$ cat config.mk
export PLATFORM = sky130hd
export DESIGN_NAME = fpa_norm_round_flat
export DESIGN_NICKNAME = d
export VERILOG_FILES = /design/src/rtl/fpa_pkg.sv /design/src/rtl/fpa_norm_round_if.sv /design/src/rtl/fpa_lzc27.sv /design/src/rtl/fpa_norm_round.sv /design/src/flat_wrapper.sv
export SDC_FILE = /design/constraint.sdc
export NUM_CORES = 1
export LEC_CHECK = 0
export ABC_AREA = 0
export BUFFER_PORTS_ARGS = -buffer_cell sky130_fd_sc_hd__buf_4
export CAP_MARGIN = 10
export CORE_MARGIN = 2
export CORE_UTILIZATION = 64
export DETAILED_ROUTE_END_ITERATION = 10
export GPL_ROUTABILITY_DRIVEN = 0
export PLACE_DENSITY = 0.87
export SYNTH_ARGS = -nofsm -noshare
export SYNTH_HDL_FRONTEND = slang
export SYNTH_SLANG_ARGS = --single-unit
$ cat constraint.sdc
create_clock -name clk -period 4.8 [get_ports clk]
set_clock_uncertainty 0.1 [all_clocks]
set_input_delay 0.96 -clock clk [delete_from_list [all_inputs] [get_ports clk]]
set_output_delay 0.96 -clock clk [all_outputs]
set_load 0.02 [all_outputs]
$ cat src/rtl/fpa_pkg.sv
// Shared widths, limits and the stage-1 payload type for the FP adder normalize/round stage.
// Optional build macro used by the stage: FPA_DENORM_EN (gradual underflow instead of flush-to-zero).
package fpa_pkg;

    localparam int EXP_W    = 8;
    localparam int MAN_W    = 23;
    localparam int FRAC_W   = 28;
    localparam int EXP_BIAS = 127;
    localparam int EXP_MAX  = 255;

    // Normalized fraction: [26] hidden bit, [25:3] mantissa, [2:0] guard/round/sticky.
    typedef struct packed {
        logic               sign;
        logic signed [9:0]  exp;
        logic [26:0]        frac;
        logic               zero;
    } s1_payload_t;

endpackage

$ cat src/rtl/fpa_norm_round_if.sv
// Stream bundle between the fraction add/sub stage, this normalize/round stage and its consumer.
// master = the environment around the stage, slave = fpa_norm_round itself.
interface fpa_norm_round_if;
    import fpa_pkg::*;

    // Both sides use plain valid/ready: a beat moves on a rising edge where valid & ready
    // are both 1; a producer holds valid and its payload stable until that edge.
    logic               in_valid;
    logic               in_ready;
    logic [FRAC_W-1:0]  in_frac;
    logic [EXP_W-1:0]   in_exp;
    logic               in_sign;

    logic               out_valid;
    logic               out_ready;
    logic [31:0]        out_result;
    logic               out_overflow;
    logic               out_underflow;
    logic               out_inexact;

    modport master (
        output in_valid, in_frac, in_exp, in_sign, out_ready,
        input  in_ready, out_valid, out_result, out_overflow, out_underflow, out_inexact
    );

    modport slave (
        input  in_valid, in_frac, in_exp, in_sign, out_ready,
        output in_ready, out_valid, out_result, out_overflow, out_underflow, out_inexact
    );

endinterface

$ cat src/rtl/fpa_lzc27.sv
// Combinational leading-zero counter over a 27-bit word; reports 27 when the word is all zero.
module fpa_lzc27 (
    input  logic [26:0] value,
    output logic [4:0]  count
);

    // Ascending scan: the last hit is the most significant set bit.
    always_comb begin
        count = 5'd27;
        for (int i = 0; i < 27; i++) begin
            if (value[i]) begin
                count = 5'(26 - i);
            end
        end
    end

endmodule

$ cat src/rtl/fpa_norm_round.sv
// Normalize-and-round stage of the binary32 adder: 2-entry valid/ready pipeline, RNE rounding.
// Build macro FPA_DENORM_EN selects gradual underflow; default flushes tiny results to signed zero.
module fpa_norm_round
    import fpa_pkg::*;
(
    input  logic            clk,
    input  logic            rst_n,
    fpa_norm_round_if.slave bus
);

    logic        s1_valid;
    logic        s2_valid;
    logic        s1_load;
    logic        s2_load;

    s1_payload_t s1_d;
    s1_payload_t s1_q;
    logic [4:0]  lz;

    logic [31:0] res_d;
    logic [31:0] res_q;
    logic        ovf_d, unf_d, inx_d;
    logic        ovf_q, unf_q, inx_q;

    logic              tiny;
    logic [26:0]       f_r;
    logic [23:0]       sig;
    logic              g_bit, r_bit, s_bit;
    logic              round_up;
    logic [24:0]       sum;
    logic signed [9:0] e_r;

`ifdef FPA_DENORM_EN
    logic [9:0]  sh_w;
    logic [4:0]  sh;
    logic [27:0] mask;
`endif

    // Stage advance: a register refills when it is empty or its content moves on this edge.
    assign s2_load = !s2_valid || bus.out_ready;
    assign s1_load = !s1_valid || s2_load;

    assign bus.in_ready      = s1_load;
    assign bus.out_valid     = s2_valid;
    assign bus.out_result    = res_q;
    assign bus.out_overflow  = ovf_q;
    assign bus.out_underflow = unf_q;
    assign bus.out_inexact   = inx_q;

    fpa_lzc27 u_lzc (
        .value (bus.in_frac[26:0]),
        .count (lz)
    );

    // Stage 1: bring the leading one to bit 26 of the fraction.
    always_comb begin
        s1_d      = '0;
        s1_d.sign = bus.in_sign;
        s1_d.zero = (bus.in_frac == '0);
        if (bus.in_frac[27]) begin
            s1_d.frac = {bus.in_frac[27:2], bus.in_frac[1] | bus.in_frac[0]};
            s1_d.exp  = 10'(bus.in_exp) + 10'd1;
        end else begin
            s1_d.frac = bus.in_frac[26:0] << lz;
            s1_d.exp  = 10'(bus.in_exp) - 10'(lz);
        end
    end

    // Stage 2: denormalize if needed, round to nearest even, detect overflow, pack.
    always_comb begin
        res_d = '0;
        ovf_d = 1'b0;
        unf_d = 1'b0;
        inx_d = 1'b0;
        tiny  = (s1_q.exp <= 10'sd0);
        f_r   = s1_q.frac;
`ifdef FPA_DENORM_EN
        sh_w = 10'd1 - $unsigned(s1_q.exp);
        sh   = (sh_w > 10'd27) ? 5'd27 : sh_w[4:0];
        mask = (28'd1 << sh) - 28'd1;
        if (tiny) begin
            f_r = (s1_q.frac >> sh) | {26'd0, |(s1_q.frac & mask[26:0])};
        end
`endif
        sig      = f_r[26:3];
        g_bit    = f_r[2];
        r_bit    = f_r[1];
        s_bit    = f_r[0];
        round_up = g_bit & (r_bit | s_bit | sig[0]);
        sum      = {1'b0, sig} + {24'd0, round_up};
        // A carry out of the significand leaves sum[22:0] zero, i.e. 1.0 at the next exponent.
        e_r      = sum[24] ? (s1_q.exp + 10'sd1) : s1_q.exp;

        if (s1_q.zero) begin
            res_d = '0;
        end else if (tiny) begin
`ifdef FPA_DENORM_EN
            // Rounding into the hidden bit turns sum[23] into exponent field 1.
            res_d = {s1_q.sign, 7'd0, sum[23], sum[MAN_W-1:0]};
            inx_d = g_bit | r_bit | s_bit;
            unf_d = g_bit | r_bit | s_bit;
`else
            res_d = {s1_q.sign, 31'd0};
            inx_d = 1'b1;
            unf_d = 1'b1;
`endif
        end else if (e_r >= 10'(EXP_MAX)) begin
            res_d = {s1_q.sign, 8'hFF, 23'd0};
            ovf_d = 1'b1;
            inx_d = 1'b1;
        end else begin
            res_d = {s1_q.sign, e_r[7:0], sum[MAN_W-1:0]};
            inx_d = g_bit | r_bit | s_bit;
        end
    end

    always_ff @(posedge clk or negedge rst_n) begin
        if (!rst_n) begin
            s1_valid <= 1'b0;
            s1_q     <= '0;
        end else if (s1_load) begin
            s1_valid <= bus.in_valid;
            if (bus.in_valid) begin
                s1_q <= s1_d;
            end
        end
    end

    // Output registers only change on a real load, so they stay put under backpressure.
    always_ff @(posedge clk or negedge rst_n) begin
        if (!rst_n) begin
            s2_valid <= 1'b0;
            res_q    <= '0;
            ovf_q    <= 1'b0;
            unf_q    <= 1'b0;
            inx_q    <= 1'b0;
        end else if (s2_load) begin
            s2_valid <= s1_valid;
            if (s1_valid) begin
                res_q <= res_d;
                ovf_q <= ovf_d;
                unf_q <= unf_d;
                inx_q <= inx_d;
            end
        end
    end

endmodule

$ cat src/flat_wrapper.sv
// flat-port wrapper written by rule: the top's interface ports become plain ports
module fpa_norm_round_flat import fpa_pkg::*;
  (clk, rst_n, bus_in_valid, bus_in_frac, bus_in_exp, bus_in_sign, bus_out_ready, bus_in_ready, bus_out_valid, bus_out_result, bus_out_overflow, bus_out_underflow, bus_out_inexact);
  fpa_norm_round_if bus_i ();
  input  logic clk;
  input  logic rst_n;
  input wire logic [$bits(bus_i.in_valid)-1:0] bus_in_valid;
  input wire logic [$bits(bus_i.in_frac)-1:0] bus_in_frac;
  input wire logic [$bits(bus_i.in_exp)-1:0] bus_in_exp;
  input wire logic [$bits(bus_i.in_sign)-1:0] bus_in_sign;
  input wire logic [$bits(bus_i.out_ready)-1:0] bus_out_ready;
  output wire logic [$bits(bus_i.in_ready)-1:0] bus_in_ready;
  output wire logic [$bits(bus_i.out_valid)-1:0] bus_out_valid;
  output wire logic [$bits(bus_i.out_result)-1:0] bus_out_result;
  output wire logic [$bits(bus_i.out_overflow)-1:0] bus_out_overflow;
  output wire logic [$bits(bus_i.out_underflow)-1:0] bus_out_underflow;
  output wire logic [$bits(bus_i.out_inexact)-1:0] bus_out_inexact;
  assign bus_i.in_valid = bus_in_valid;
  assign bus_i.in_frac = bus_in_frac;
  assign bus_i.in_exp = bus_in_exp;
  assign bus_i.in_sign = bus_in_sign;
  assign bus_i.out_ready = bus_out_ready;
  assign bus_in_ready = bus_i.in_ready;
  assign bus_out_valid = bus_i.out_valid;
  assign bus_out_result = bus_i.out_result;
  assign bus_out_overflow = bus_i.out_overflow;
  assign bus_out_underflow = bus_i.out_underflow;
  assign bus_out_inexact = bus_i.out_inexact;
  fpa_norm_round u_core (.clk(clk), .rst_n(rst_n), .bus(bus_i));
endmodule
## Word-level counts from Yosys, hierarchy flattened

Cells that the tools add are included.

- Word-level logic and storage cells: 70
- Bits in registers: 76
- Output and inout port bits: 37
- Input port bits: 41

- Bitwise logic cells: 6
- Mux-type cells: 40
- Add/subtract/negate cells: 4
- Reductions and logical operators: 7
- Order comparisons: 2
- Shift-type cells: 1

Operators by type and width:

| cell | number |
|---|---|
| 5-bit two-way mux | 26 |
| 31-bit two-way mux | 2 |
| 37-bit two-way mux | 1 |
| 32-bit two-way mux | 1 |
| 28-bit logical NOT | 1 |
| 27-bit by 5-bit << shifter with 27-bit output | 1 |
| 24-bit by 1-bit adder with 25-bit output | 1 |
| 10-bit by 2-bit adder with 10-bit output (second input constant) | 1 |
| 10-bit by 9-bit >= comparator with 1-bit output (second input constant) | 1 |
| 10-bit by 1-bit less-or-equal comparator with 1-bit output (second input constant) | 1 |
| 10-bit two-way mux | 1 |
| 8-bit by 1-bit adder with 9-bit output (second input constant) | 1 |
| 1-bit two-way mux | 9 |
| 8-bit by 5-bit subtractor with 9-bit output | 1 |
| 1-bit OR | 5 |
| 2-bit AND reduction | 2 |
| 1-bit logical NOT | 2 |
| 1-bit logical OR | 2 |
| 1-bit AND | 1 |

## Depth between registers and ports, before layout

- Word-level depth: 29
- Depth in mapped cells: 17
- Mapped depth without buffers: 15

## Modules after synthesis

From an unflattened synthesis, not the netlist that was laid out.

- Cell total of the unflattened synthesis: 685
- Area total of the unflattened synthesis: 6,020.8 µm²

Modules (own cells, without submodules):

| module | area an instance (µm²) | instances | sequential area each (µm²) | cells an instance |
|---|---|---|---|---|
| fpa_norm_round | 5,743.0 | 1 | 1,901.8 | 634 |
| fpa_lzc27 | 277.8 | 1 | 0.0 | 51 |

## Worst setup path before layout

No wires, ideal clock.

- Path kind: input-to-reg
- Start point: input bus_in_frac[4]
- End point: register u_core.s1_q[35] (netlist bit)
- Required time: 4.617 ns
- Path slack: 0.983 ns
- Cell stages on the path: 15
- Path buffers: 3
- Data arrival time: 3.634 ns
- Library setup time: 0.083 ns
- Cells stage by stage: clkbuf_1 o311ai_1 a31oi_1 nor2_2 buf_2 buf_2 ha_1 a21o_1 a21o_1 a21oi_1 o21ai_0 nor3_1 a31oi_1 xor2_1 o21ai_0

- Word-level cells in the longest chain between the ends: 25

RTL lines:

| element | RTL line | text |
|---|---|---|
| start, declared | flat_wrapper.sv:8 | `input wire logic [$bits(bus_i.in_frac)-1:0] bus_in_frac;` |
| 5-bit two-way mux (23 in a row) | fpa_lzc27.sv:11 | `if (value[i]) begin` |
| 8-bit by 5-bit subtractor with 9-bit output | fpa_norm_round.sv:65 | `s1_d.exp = 10'(bus.in_exp) - 10'(lz);` |
| 37-bit two-way mux | fpa_norm_round.sv:60 | `if (bus.in_frac[27]) begin` |
| end signal, assigned | fpa_norm_round.sv:120 | `s1_q <= '0;` |
| end signal, assigned | fpa_norm_round.sv:124 | `s1_q <= s1_d;` |
| end, declared | fpa_norm_round.sv:17 | `s1_payload_t s1_q;` |

Every way passes these cells.
A chain may end at the register's enable or synchronous reset.

## Worst setup path in the final report

- Start point: register u_core.s1_q (netlist bit u_core.f_r[2])
- End point: register u_core.res_q[3], in the netlist u_core.bus.out_result[3]

- Word-level cells in the longest chain between the ends: 7

RTL lines:

| element | RTL line | text |
|---|---|---|
| 1-bit AND (*) | fpa_norm_round.sv:89 | `round_up = g_bit & (r_bit \| s_bit \| sig[0]);` |
| 24-bit by 1-bit adder with 25-bit output (*) | fpa_norm_round.sv:90 | `sum = {1'b0, sig} + {24'd0, round_up};` |
| 10-bit two-way mux | fpa_norm_round.sv:92 | `e_r = sum[24] ? (s1_q.exp + 10'sd1) : s1_q.exp;` |
| 10-bit by 9-bit >= comparator with 1-bit output | fpa_norm_round.sv:107 | `end else if (e_r >= 10'(EXP_MAX)) begin` |
| 31-bit two-way mux (*) | fpa_norm_round.sv:107 |  |
| 31-bit two-way mux (*) | fpa_norm_round.sv:96 | `end else if (tiny) begin` |
| 32-bit two-way mux (*) | fpa_norm_round.sv:94 | `if (s1_q.zero) begin` |
| end signal, assigned | fpa_norm_round.sv:140 | `res_q <= res_d;` |
| end, declared | fpa_norm_round.sv:21 | `logic [31:0] res_q;` |

Mark *: on every way between the ends. The rest lies on a longest branch, timed or not.

==> run summary <==
status: finished clean
pwr/cell area: 322 nW/µm²
Top FF cell, synth: dfrtp_1
Final HPWL DP: 11.4 mm
#FFs+latches synth: 76
Post-Syn Nets: 746
CP max FO: 23
leakage power: 2.89 nW
Hold Vio Cnt, Final: 0
max-slew violations: 0
crit path DAT: 3.77 ns
fin crit period: 3.67 ns
clk_lat worst skew: 0.35 ns
CP Class: flip-flop to flip-flop
post-CTS sizing: 0
nets: 800
Seq. cell area: 1900 µm²
clk sinks: 76
final setup violation count: 0
largest net degree at the start of global routing: 77
Yosys cell types: 72
Critical Path Source Type: flip-flop
Routed Antenna Nets: 0
Clock Tree Buf Depth: 2
ys async rst share: 100%
vias in the first global route: 5,112
setup tns final: 0 ns
Post-CTS Hold Buffers: 0
sequential area share after synthesis: 32.8%
post-synthesis instance total: 695
Post-CTS Setup Inserts: 0
Via density: 6.48
Syn-to-layout area delta: 13.3%
clock buffer count from CTS: 9
Max VDD drop: 179 µV
Total Routing Usage GR: 31.5%
fmax: 272 MHz
Worst setup EP type: flip-flop
Mean Syn Cell Area: 8.34 µm²
initial core utilization: 66.1%
core area: 8760 µm²
Pre-Repair DR Iteration Count: 6
initial antenna violation count: 0
CTS H-tree lvls: 3
Die Outline Area: 9830 µm²
Cell Rows: 34
Cell Area, Placed: 6370 µm²
Remaining DRCs: 0
routed length per instance: 17.6 µm
Synth Cell Area: 5790 µm²
CTS tree: built
Reg clk slew, reported paths: 0.07 ns
Worst Tran Pin Value: 1.07 ns
RSZ-0062 raised after global routing: false
share of layout cells above drive strength 1: 19.8%
IO Pins: 78
YS warnings: 0
ant diodes: 0
Hold Crit Class: flip-flop to flip-flop
cell area after layout: 6560 µm²
Critical Path RT: 4.90 ns
Layout fillers: 653
via count: 5,589
Post-synth EDFFs: 0
gr ovfl total: 0
CTS Root Cell: clkbuf_8
max_slew headroom: 28.5%
Die H: 99.1 µm
port bufs: 77
Max Cap Viol: 0
final WL: 15.2 mm
Die Width: 99.1 µm
first-pass GRT wire length: 25.4 mm
DR iter-0 viols: 520
period utilization: 76.5%
Multi-input gate area: 3620 µm²
## report_power, final
part	switching (W)	internal, W
Sequential	0.000116	0.000763
Combinational	0.000448	0.000316
Clock	0.000229	0.000240
Total	0.000794	0.00132
## flip-flops by register name, indices dropped and copies added, names as in the netlist
signal                    flops
u_core.bus.out_result        32
u_core.f_r                   27
u_core.s1_valid               1
u_core.bus.out_valid          1
u_core.bus.out_inexact        1
u_core.s1_q                  12
u_core.bus.out_underflow      1
u_core.bus.out_overflow       1
## area by class of cell
| type | count | share of cell area, % |
|---|---|---|
| clock buffers | 10 | 1.94 |
| flip-flops and latches | 76 | 29.0 |
| well taps | 108 | 2.06 |
| inverters | 20 | 1.18 |
| repair buffers | 84 | 9.61 |
| clock inverters | 6 | 0.991 |
| multi-input cells | 558 | 55.2 |
## cell usage after synthesis (6+ instances only)
cell type,number,area (µm²)
nand3_1,20,100
inv_1,18,67.6
nor4_1,7,43.8
o211ai_1,13,97.6
nor2_1,70,263
and3_1,10,62.6
buf_2,8,40.0
mux2i_1,41,410
o21ai_2,21,184
nor3_1,15,75.1
clkbuf_1,27,101
o22ai_1,10,62.6
a221oi_1,13,114
mux2_2,9,101
a21oi_1,41,205
nand2_1,92,345
xnor2_1,18,158
nor2b_1,6,37.5
xor2_1,21,184
o21ai_0,31,155
dfrtp_1,76,1900
ha_1,9,113
a21o_1,7,52.6
nand4_1,7,43.8
nand2b_1,9,56.3
a31oi_1,9,56.3
## cells in the final DEF, fill, tap and decap left out, types with 6 or more instances in the layout
cell,instances
nand2b_1,9
nand3_1,20
ha_1,9
xor2_1,21
nor2b_1,6
o21ai_0,31
o211ai_1,13
nand2_1,92
xnor2_1,18
and3_1,10
a21o_1,7
mux2_2,9
o21ai_2,21
dfrtp_1,76
a31oi_1,9
nor4_1,7
mux2i_1,41
nand4_1,7
a21oi_1,41
nor2_1,70
nor3_1,15
clkbuf_8,9
buf_4,84
inv_1,18
a221oi_1,13
o22ai_1,10
## worst max-delay path, cell delays in order, from the launching register on
cell and delay [ns]:
dfrtp_1 0.40, and2_1 0.18, ha_1 0.22, nand3_2 0.12
or3_4 0.42, nor4_4 0.53, a21boi_1 0.26, o21bai_1 0.11
o41ai_2 0.40, nand2_1 0.14, nand3_2 0.49, o21ai_1 0.16
## cell families (layout without fill, tap and decap cells)
logic type,after synthesis,in the layout,synth area share [%]
DFF,76,76,32.8
xor gates and xnor gates,39,39,5.90
buffers and inverters,61,120,4.69
and+or+nand+nor,267,267,22.5
adders and majority gates,10,10,2.29
muxes,52,52,9.46
AOI/OAI and AO/OA,190,190,22.4
## through the flow
stage	setup slack, ns	utilization (%)	hold WS, ns	total power, W	instances
finish	1.13	74.9	0.380	0.00211	862
global route	0.822	74.9	0.412	0.00223	862
CTS	1.09	74.9	0.387	0.00211	862
detailed placement	0.924	72.7	0.369	0.00164	846
global placement	1.01	72.7	0.363	0.00161	846
floorplan	0.983	-	0.347	0.00136	695
## metal layers
metal  routed length, µm  track usage, %  vias to the layer above
met1                6510            45.9                     2517
met5                   0               0                        -
met2                6540            47.2                      348
met4                 671            13.8                        0
li1                    -               -                     2657
met3                1470            4.22                       67
## worst paths after layout
kind | from | endpoint | slack, ns | cells after the start
setup / recovery | u_core.f_r[2]$_DFFE_PN0P_ | u_core.bus.out_result[3]$_DFFE_PN0P_ | 1.13 | 11
hold / removal | u_core.bus.out_inexact$_DFFE_PN0P_ | u_core.bus.out_inexact$_DFFE_PN0P_ | 0.38 | 1
setup reg to reg | u_core.f_r[2]$_DFFE_PN0P_ | u_core.bus.out_result[3]$_DFFE_PN0P_ | 1.13 | 11
hold reg to reg | u_core.bus.out_inexact$_DFFE_PN0P_ | u_core.bus.out_inexact$_DFFE_PN0P_ | 0.38 | 1
max in group asynchronous | rst_n | u_core.f_r[2]$_DFFE_PN0P_ | 3.37 | 1
min in group asynchronous | rst_n | u_core.bus.out_result[24]$_DFFE_PN0P_ | 0.65 | 1
No activity file was read; power rests on OpenSTA's default activity.
